`src/rtl/velocity_ramp.sv`:
```
// Slew-rate limiter for VX/VY/WZ sign-magnitude velocity commands, stepped on a prescaled tick.
// Optional emergency stop input is compiled in with VELOCITY_RAMP_ESTOP_EN.
module velocity_ramp #(
  parameter int                 N_WIDTH   = 17,
  parameter int                 PRESCALER = 500000,
  parameter logic [N_WIDTH-1:0] STEP_LIN  = 17'b0_00000010_00000000,
  parameter logic [N_WIDTH-1:0] STEP_ANG  = 17'b0_00000000_01000000
) (
  input  logic               VELOCITY_RAMP_CLOCK_50,
  input  logic               VELOCITY_RAMP_RESET_InHigh,
  input  logic               VELOCITY_RAMP_ENABLE_InHigh,
  input  logic               VELOCITY_RAMP_GOAL_FLAG_InLow,
  input  logic [N_WIDTH-1:0] VELOCITY_RAMP_VX_InBus,
  input  logic [N_WIDTH-1:0] VELOCITY_RAMP_VY_InBus,
  input  logic [N_WIDTH-1:0] VELOCITY_RAMP_WZ_InBus,
`ifdef VELOCITY_RAMP_ESTOP_EN
  input  logic               VELOCITY_RAMP_ESTOP_InHigh,
`endif
  output logic [N_WIDTH-1:0] VELOCITY_RAMP_VX_OutBus,
  output logic [N_WIDTH-1:0] VELOCITY_RAMP_VY_OutBus,
  output logic [N_WIDTH-1:0] VELOCITY_RAMP_WZ_OutBus,
  output logic               VELOCITY_RAMP_STOPPED_OutHigh,
  output logic               VELOCITY_RAMP_DONE_OutHigh
);

  localparam int                 MAG_W   = N_WIDTH - 1;
  localparam int                 CNT_W   = $clog2(PRESCALER);
  localparam logic [CNT_W-1:0]   CNT_MAX = CNT_W'(PRESCALER - 1);
  localparam logic [N_WIDTH-1:0] ZERO_W  = {N_WIDTH{1'b0}};
  localparam logic [MAG_W-1:0]   ZERO_M  = {MAG_W{1'b0}};

  typedef enum logic [1:0] {
    IDLE = 2'd0,
    RUN  = 2'd1,
    STOP = 2'd2,
    DONE = 2'd3
  } state_t;

  state_t             state_q;
  logic               done_q;
  logic [CNT_W-1:0]   cnt_q;
  logic [N_WIDTH-1:0] vx_q, vy_q, wz_q;
  logic [N_WIDTH-1:0] vx_d, vy_d, wz_d;
  logic               tick_s;
  logic               all_zero_s;
  logic               estop_s;

`ifdef VELOCITY_RAMP_ESTOP_EN
  assign estop_s = VELOCITY_RAMP_ESTOP_InHigh;
`else
  assign estop_s = 1'b0;
`endif

  // One axis step: reversals pass through zero, magnitude clamps at target, zero is always +0.
  function automatic logic [N_WIDTH-1:0] ramp_axis(input logic [N_WIDTH-1:0] cur,
                                                  input logic [N_WIDTH-1:0] tgt,
                                                  input logic [N_WIDTH-1:0] step);
    logic             cs, ts, ns;
    logic [MAG_W-1:0] cm, tm, sm, nm, dm;
    cs = cur[N_WIDTH-1];
    cm = cur[MAG_W-1:0];
    ts = tgt[N_WIDTH-1];
    tm = tgt[MAG_W-1:0];
    sm = step[MAG_W-1:0];
    if (tm == ZERO_M) ts = 1'b0;
    else              ts = ts;
    if (cm != ZERO_M && cs != ts) begin
      ns = cs;
      nm = (sm < cm) ? (cm - sm) : ZERO_M;
    end else if (tm > cm) begin
      ns = ts;
      dm = tm - cm;
      nm = cm + ((sm < dm) ? sm : dm);
    end else begin
      ns = ts;
      dm = cm - tm;
      nm = cm - ((sm < dm) ? sm : dm);
    end
    if (nm == ZERO_M) ns = 1'b0;
    else              ns = ns;
    return {ns, nm};
  endfunction

  assign tick_s     = (cnt_q == CNT_MAX);
  assign all_zero_s = (vx_q[MAG_W-1:0] == ZERO_M) && (vy_q[MAG_W-1:0] == ZERO_M) &&
                      (wz_q[MAG_W-1:0] == ZERO_M);

  // Free-running prescaler; only reset clears it.
  always_ff @(posedge VELOCITY_RAMP_CLOCK_50) begin
    if (VELOCITY_RAMP_RESET_InHigh) begin
      cnt_q <= {CNT_W{1'b0}};
    end else if (tick_s) begin
      cnt_q <= {CNT_W{1'b0}};
    end else begin
      cnt_q <= cnt_q + CNT_W'(1);
    end
  end

  // Control FSM; transitions are evaluated every cycle, DONE flag registered with the state.
  always_ff @(posedge VELOCITY_RAMP_CLOCK_50) begin
    if (VELOCITY_RAMP_RESET_InHigh) begin
      state_q <= IDLE;
      done_q  <= 1'b0;
    end else if (estop_s) begin
      state_q <= IDLE;
      done_q  <= 1'b0;
    end else begin
      done_q <= 1'b0;
      case (state_q)
        IDLE: begin
          if (VELOCITY_RAMP_ENABLE_InHigh && VELOCITY_RAMP_GOAL_FLAG_InLow) state_q <= RUN;
          else                                                             state_q <= IDLE;
        end
        RUN: begin
          if (!VELOCITY_RAMP_ENABLE_InHigh || !VELOCITY_RAMP_GOAL_FLAG_InLow) state_q <= STOP;
          else                                                               state_q <= RUN;
        end
        STOP: begin
          if (!all_zero_s) begin
            state_q <= STOP;
          end else if (!VELOCITY_RAMP_ENABLE_InHigh) begin
            state_q <= IDLE;
          end else if (!VELOCITY_RAMP_GOAL_FLAG_InLow) begin
            state_q <= DONE;
            done_q  <= 1'b1;
          end else begin
            state_q <= RUN;
          end
        end
        DONE: begin
          if (!VELOCITY_RAMP_ENABLE_InHigh) begin
            state_q <= IDLE;
          end else if (VELOCITY_RAMP_GOAL_FLAG_InLow) begin
            state_q <= RUN;
          end else begin
            state_q <= DONE;
            done_q  <= 1'b1;
          end
        end
        default: begin
          state_q <= IDLE;
        end
      endcase
    end
  end

  // Setpoint next-state: ramp toward inputs in RUN, toward zero in STOP, zero elsewhere.
  always_comb begin
    vx_d = vx_q;
    vy_d = vy_q;
    wz_d = wz_q;
    if (estop_s) begin
      vx_d = ZERO_W;
      vy_d = ZERO_W;
      wz_d = ZERO_W;
    end else begin
      case (state_q)
        RUN: begin
          if (tick_s) begin
            vx_d = ramp_axis(vx_q, VELOCITY_RAMP_VX_InBus, STEP_LIN);
            vy_d = ramp_axis(vy_q, VELOCITY_RAMP_VY_InBus, STEP_LIN);
            wz_d = ramp_axis(wz_q, VELOCITY_RAMP_WZ_InBus, STEP_ANG);
          end else begin
            vx_d = vx_q;
            vy_d = vy_q;
            wz_d = wz_q;
          end
        end
        STOP: begin
          if (tick_s) begin
            vx_d = ramp_axis(vx_q, ZERO_W, STEP_LIN);
            vy_d = ramp_axis(vy_q, ZERO_W, STEP_LIN);
            wz_d = ramp_axis(wz_q, ZERO_W, STEP_ANG);
          end else begin
            vx_d = vx_q;
            vy_d = vy_q;
            wz_d = wz_q;
          end
        end
        default: begin
          vx_d = ZERO_W;
          vy_d = ZERO_W;
          wz_d = ZERO_W;
        end
      endcase
    end
  end

  // Setpoint registers; reset is an abrupt stop.
  always_ff @(posedge VELOCITY_RAMP_CLOCK_50) begin
    if (VELOCITY_RAMP_RESET_InHigh) begin
      vx_q <= ZERO_W;
      vy_q <= ZERO_W;
      wz_q <= ZERO_W;
    end else begin
      vx_q <= vx_d;
      vy_q <= vy_d;
      wz_q <= wz_d;
    end
  end

  assign VELOCITY_RAMP_VX_OutBus       = vx_q;
  assign VELOCITY_RAMP_VY_OutBus       = vy_q;
  assign VELOCITY_RAMP_WZ_OutBus       = wz_q;
  assign VELOCITY_RAMP_STOPPED_OutHigh = all_zero_s;
  assign VELOCITY_RAMP_DONE_OutHigh    = done_q;

endmodule

```
`config.mk`:
```
export PLATFORM = sky130hd
export DESIGN_NAME = velocity_ramp
export DESIGN_NICKNAME = d
export VERILOG_FILES = /design/src/rtl/velocity_ramp.sv
export SDC_FILE = /design/constraint.sdc
export NUM_CORES = 1
export LEC_CHECK = 0
export ABC_AREA = 1
export CAP_MARGIN = 20
export CORE_MARGIN = 2
export CORE_UTILIZATION = 25
export CTS_CLUSTER_DIAMETER = 80
export DETAILED_ROUTE_END_ITERATION = 6
export GPL_TIMING_DRIVEN = 1
export HOLD_SLACK_MARGIN = 0.15
export PLACE_DENSITY = 0.52
export SLEW_MARGIN = 20
export SYNTH_ARGS = -nofsm -noshare
export SYNTH_HDL_FRONTEND = slang
export SYNTH_SLANG_ARGS = --single-unit
export TNS_END_PERCENT = 100
```
`constraint.sdc`:
```
create_clock -name VELOCITY_RAMP_CLOCK_50 -period 5.63 [get_ports VELOCITY_RAMP_CLOCK_50]
set_input_delay 1.126 -clock VELOCITY_RAMP_CLOCK_50 [delete_from_list [all_inputs] [get_ports VELOCITY_RAMP_CLOCK_50]]
set_output_delay 1.126 -clock VELOCITY_RAMP_CLOCK_50 [all_outputs]
set_load 0.01 [all_outputs]
```
==> out/metrics.yaml <==
status:
  status: "finished, final reports clean"
cts:
  cts.reportedPaths.clkPinSlew_ps: 70
  cts_tree: "yes"
  clk_latency_ps: 350
  cts.sinks: 73
  clk_path_buf_depth: 2
  cts_made_buffers: 9
  cts_root_buf: "clkbuf_16"
  h-tree-depth: 3
critical_path:
  crit_path_max_fanout: 5
  crit_cells: 36
  critPathCapture: "VELOCITY_RAMP_VY_OutBus[13]$_SDFFE_PP0P_"
  rr_startpoint: "VELOCITY_RAMP_WZ_OutBus[0]$_SDFFE_PP0P_"
  rr_endpoint: "VELOCITY_RAMP_WZ_OutBus[16]$_SDFFE_PP0P_"
  regToRegSetupSlack_ps: 380
  critical_path_required_ps: 5820
  crit_path_top_delay_cell: "fa_2"
  worstPathArrival_ps: 5620
  rr_worst_depth: 29
  cp_common_cell: "nor2_4"
  cp-start-kind: "primary input"
  cp_top_family: "compound AO/OA/AOI/OAI gates"
  cpPeakStageDelay_ps: 410
  cp-startpoint: "VELOCITY_RAMP_VY_InBus[0]"
  path_class: "primary input to flip-flop"
  critPathBufInv: 8
  cp-end-kind: "flip-flop"
timing:
  hold_viol: 0
  fin_tns_setup_ps: 0
  whs_ps: 449
  setup_slack_ps: 209
  grt_setup_unrepaired: "true"
  slew_headroom_pct: 33.4
  slew_violations: 0
  finalClockSkew_ps: 21.1
  finalSetupViolations: 0
  fmax_mhz: 184
  period_needed_ps: 5420
  tightest_slew_ps: 1000
  fin_crit_sh_pct: 96.3
synthesis:
  synth_cell_types: 74
  syn_area_sq_mm: 0.0145
  synth_compound_area_share_pct: 18.6
  synth_seq_area_share_pct: 10.1
  synth_xor_area_share_pct: 6.34
  synth_cells: 2540
  ys_ff_latch: 73
  synthSimpleGateAreaFrac_pct: 38.2
  synth.area.mux_share_pct: 0.0691
  synth_top_area_share_pct: 18.3
  ys_warn_count: 0
  synth_ff_type: "dfxtp_1"
  synth_area_leaders: "nand2_1, ha_1, dfxtp_1"
  yosysTopAreaCell: "nand2_1"
  synth_edf_count: 0
  async_reset_ff_share_pct: 0
  synth_common_cells: "nand2_1, inv_1, nor2_1"
  synth_most_common_cell: "nand2_1"
  syn_area_per_cell_sq_um: 5.70
  synthAdderAreaFrac_pct: 14.5
  synth_top_family_by_area: "simple AND/OR/NAND/NOR gates"
route:
  ant_nets: 0
  drc: 0
  drt_wl_total_um: 61200
  drt_iter0_drc: 1207
  first_pass_iters: 6
  vias: 18900
  via_per_inst: 4.72
  post_drt_wl_per_cell_um: 15.3
cells_and_area:
  area_growth_pct: 63.1
  drive_gt1_share_pct: 38.9
  nets: 3448
  fillers: 6091
  fin_util_pct: 41.1
  final_cells: 4000
  antennaDiodeCount: 0
placed_design:
  io_buffer_count: 107
  gp_congestion: 0.931
  dpl_worst_slack_ps: -906
  hpwl_um: 49000
  numPlacedInstances: 3905
grt:
  grt_pass1_vias: 18300
  grt_pass1_wl_um: 95300
  antenna_found_initial: 0
  grt_max_degree: 52
  grt.total_usage_pct: 19.7
  grt_overflow_total: 0
die:
  start_util_pct: 25.2
  die_w_um: 245
  boundaryPins: 108
  fp.dieH_um: 245
  core_area_sq_mm: 0.0575
  die_area_sq_mm: 0.0599
  rows: 88
pwr:
  peakVddDrop_mv: 0.125
  leakagePower_nw: 11.6
  power.density_mw_per_mm2: 92.8
worst_hold_path:
  holdPathStages: 1
  min_path_type: "flip-flop to flip-flop"
job:
  maxCapViolations: 0
## metrics by stage
| step | power [mW] | instance area, sq um |
|---|---|---|
| after floorplan | 0.975 | 14500 |
| after global placement | 1.40 | 20400 |
| after detailed placement | 1.39 | 20400 |
| after CTS | 2.09 | 22200 |
| after global routing | 2.32 | 23600 |
| final | 2.19 | 23600 |
## registers in the layout, indices dropped and copies added (netlist names)
name,cells
VELOCITY_RAMP_VX_OutBus,17
cnt_q,19
VELOCITY_RAMP_VY_OutBus,17
VELOCITY_RAMP_DONE_OutHigh,1
VELOCITY_RAMP_WZ_OutBus,17
state_q,2
## worst min path at each step
stage,to,startpoint,slack [ps]
floorplan,cnt_q[0]$_SDFF_PP0_,cnt_q[0]$_SDFF_PP0_,420
global placement,cnt_q[0]$_SDFF_PP0_,cnt_q[0]$_SDFF_PP0_,430
detailed placement,cnt_q[0]$_SDFF_PP0_,cnt_q[0]$_SDFF_PP0_,440
CTS,cnt_q[0]$_SDFF_PP0_,cnt_q[0]$_SDFF_PP0_,450
global route,cnt_q[0]$_SDFF_PP0_,cnt_q[0]$_SDFF_PP0_,470
finish,cnt_q[0]$_SDFF_PP0_,cnt_q[0]$_SDFF_PP0_,450
## power by group
| group | switching (mW) | leakage (nW) | internal [mW] |
|---|---|---|---|
| Clock | 0.271 | 0.134 | 0.325 |
| Sequential | 0.00417 | 0.589 | 0.520 |
| Combinational | 0.561 | 10.8 | 0.512 |
## area by class of cell
cell class	instances	area [sq um]	share of cell area [%]
clock inverters	5	40.0	0.169
repair buffers	736	5750	24.3
inverters	396	1510	6.37
multi-input cells	2014	13700	57.8
clock buffers	11	253	1.07
flip-flops and latches	73	1460	6.19
well taps	765	957	4.05
## routing by layer
metal | GRT usage (%) | vias up | part of all wire [%]
li1 | - | 9678 | -
met2 | 33.4 | 476 | 47
met5 | 0 | - | 0
met3 | 1.87 | 97 | 4.4
met1 | 26.5 | 8643 | 46
met4 | 5.40 | 0 | 2.9
## cells by family after synthesis
kind of cell / after synthesis
other cells: 1
flops: 73
xor+xnor: 104
mux: 1
fa+ha+maj: 163
simple gates: 1282
buf+inv: 455
compound gates: 461
## layout by cell type (no fill, tap or decap), drive strengths merged, types with 10 or more instances in the layout
| master | Yosys | routed |
|---|---|---|
| nand3 | 166 | 166 |
| xor2 | 89 | 89 |
| a21o | 12 | 12 |
| ha | 154 | 154 |
| o21ai | 144 | 144 |
| or2 | 20 | 20 |
| clkbuf | 29 | 32 |
| dfxtp | 73 | 73 |
| xnor2 | 15 | 15 |
| o22ai | 27 | 27 |
| nand4 | 43 | 43 |
| nor3 | 40 | 40 |
| clkdlybuf4s50 | 0 | 61 |
| nor2 | 260 | 260 |
| nand3b | 10 | 10 |
| a21oi | 187 | 187 |
| o31ai | 13 | 13 |
| nand2 | 729 | 729 |
| inv | 393 | 393 |
| buf | 30 | 637 |
| a31oi | 13 | 13 |
## what timing repair did
item	CTS	global route
pin swaps	171	242
setup buffers	45	35
gates resized for setup	360	398
gates cloned	0	0
endpoints found under the setup margin	29	32
hold buffers	0	0
(Power assumes the default switching activity.)
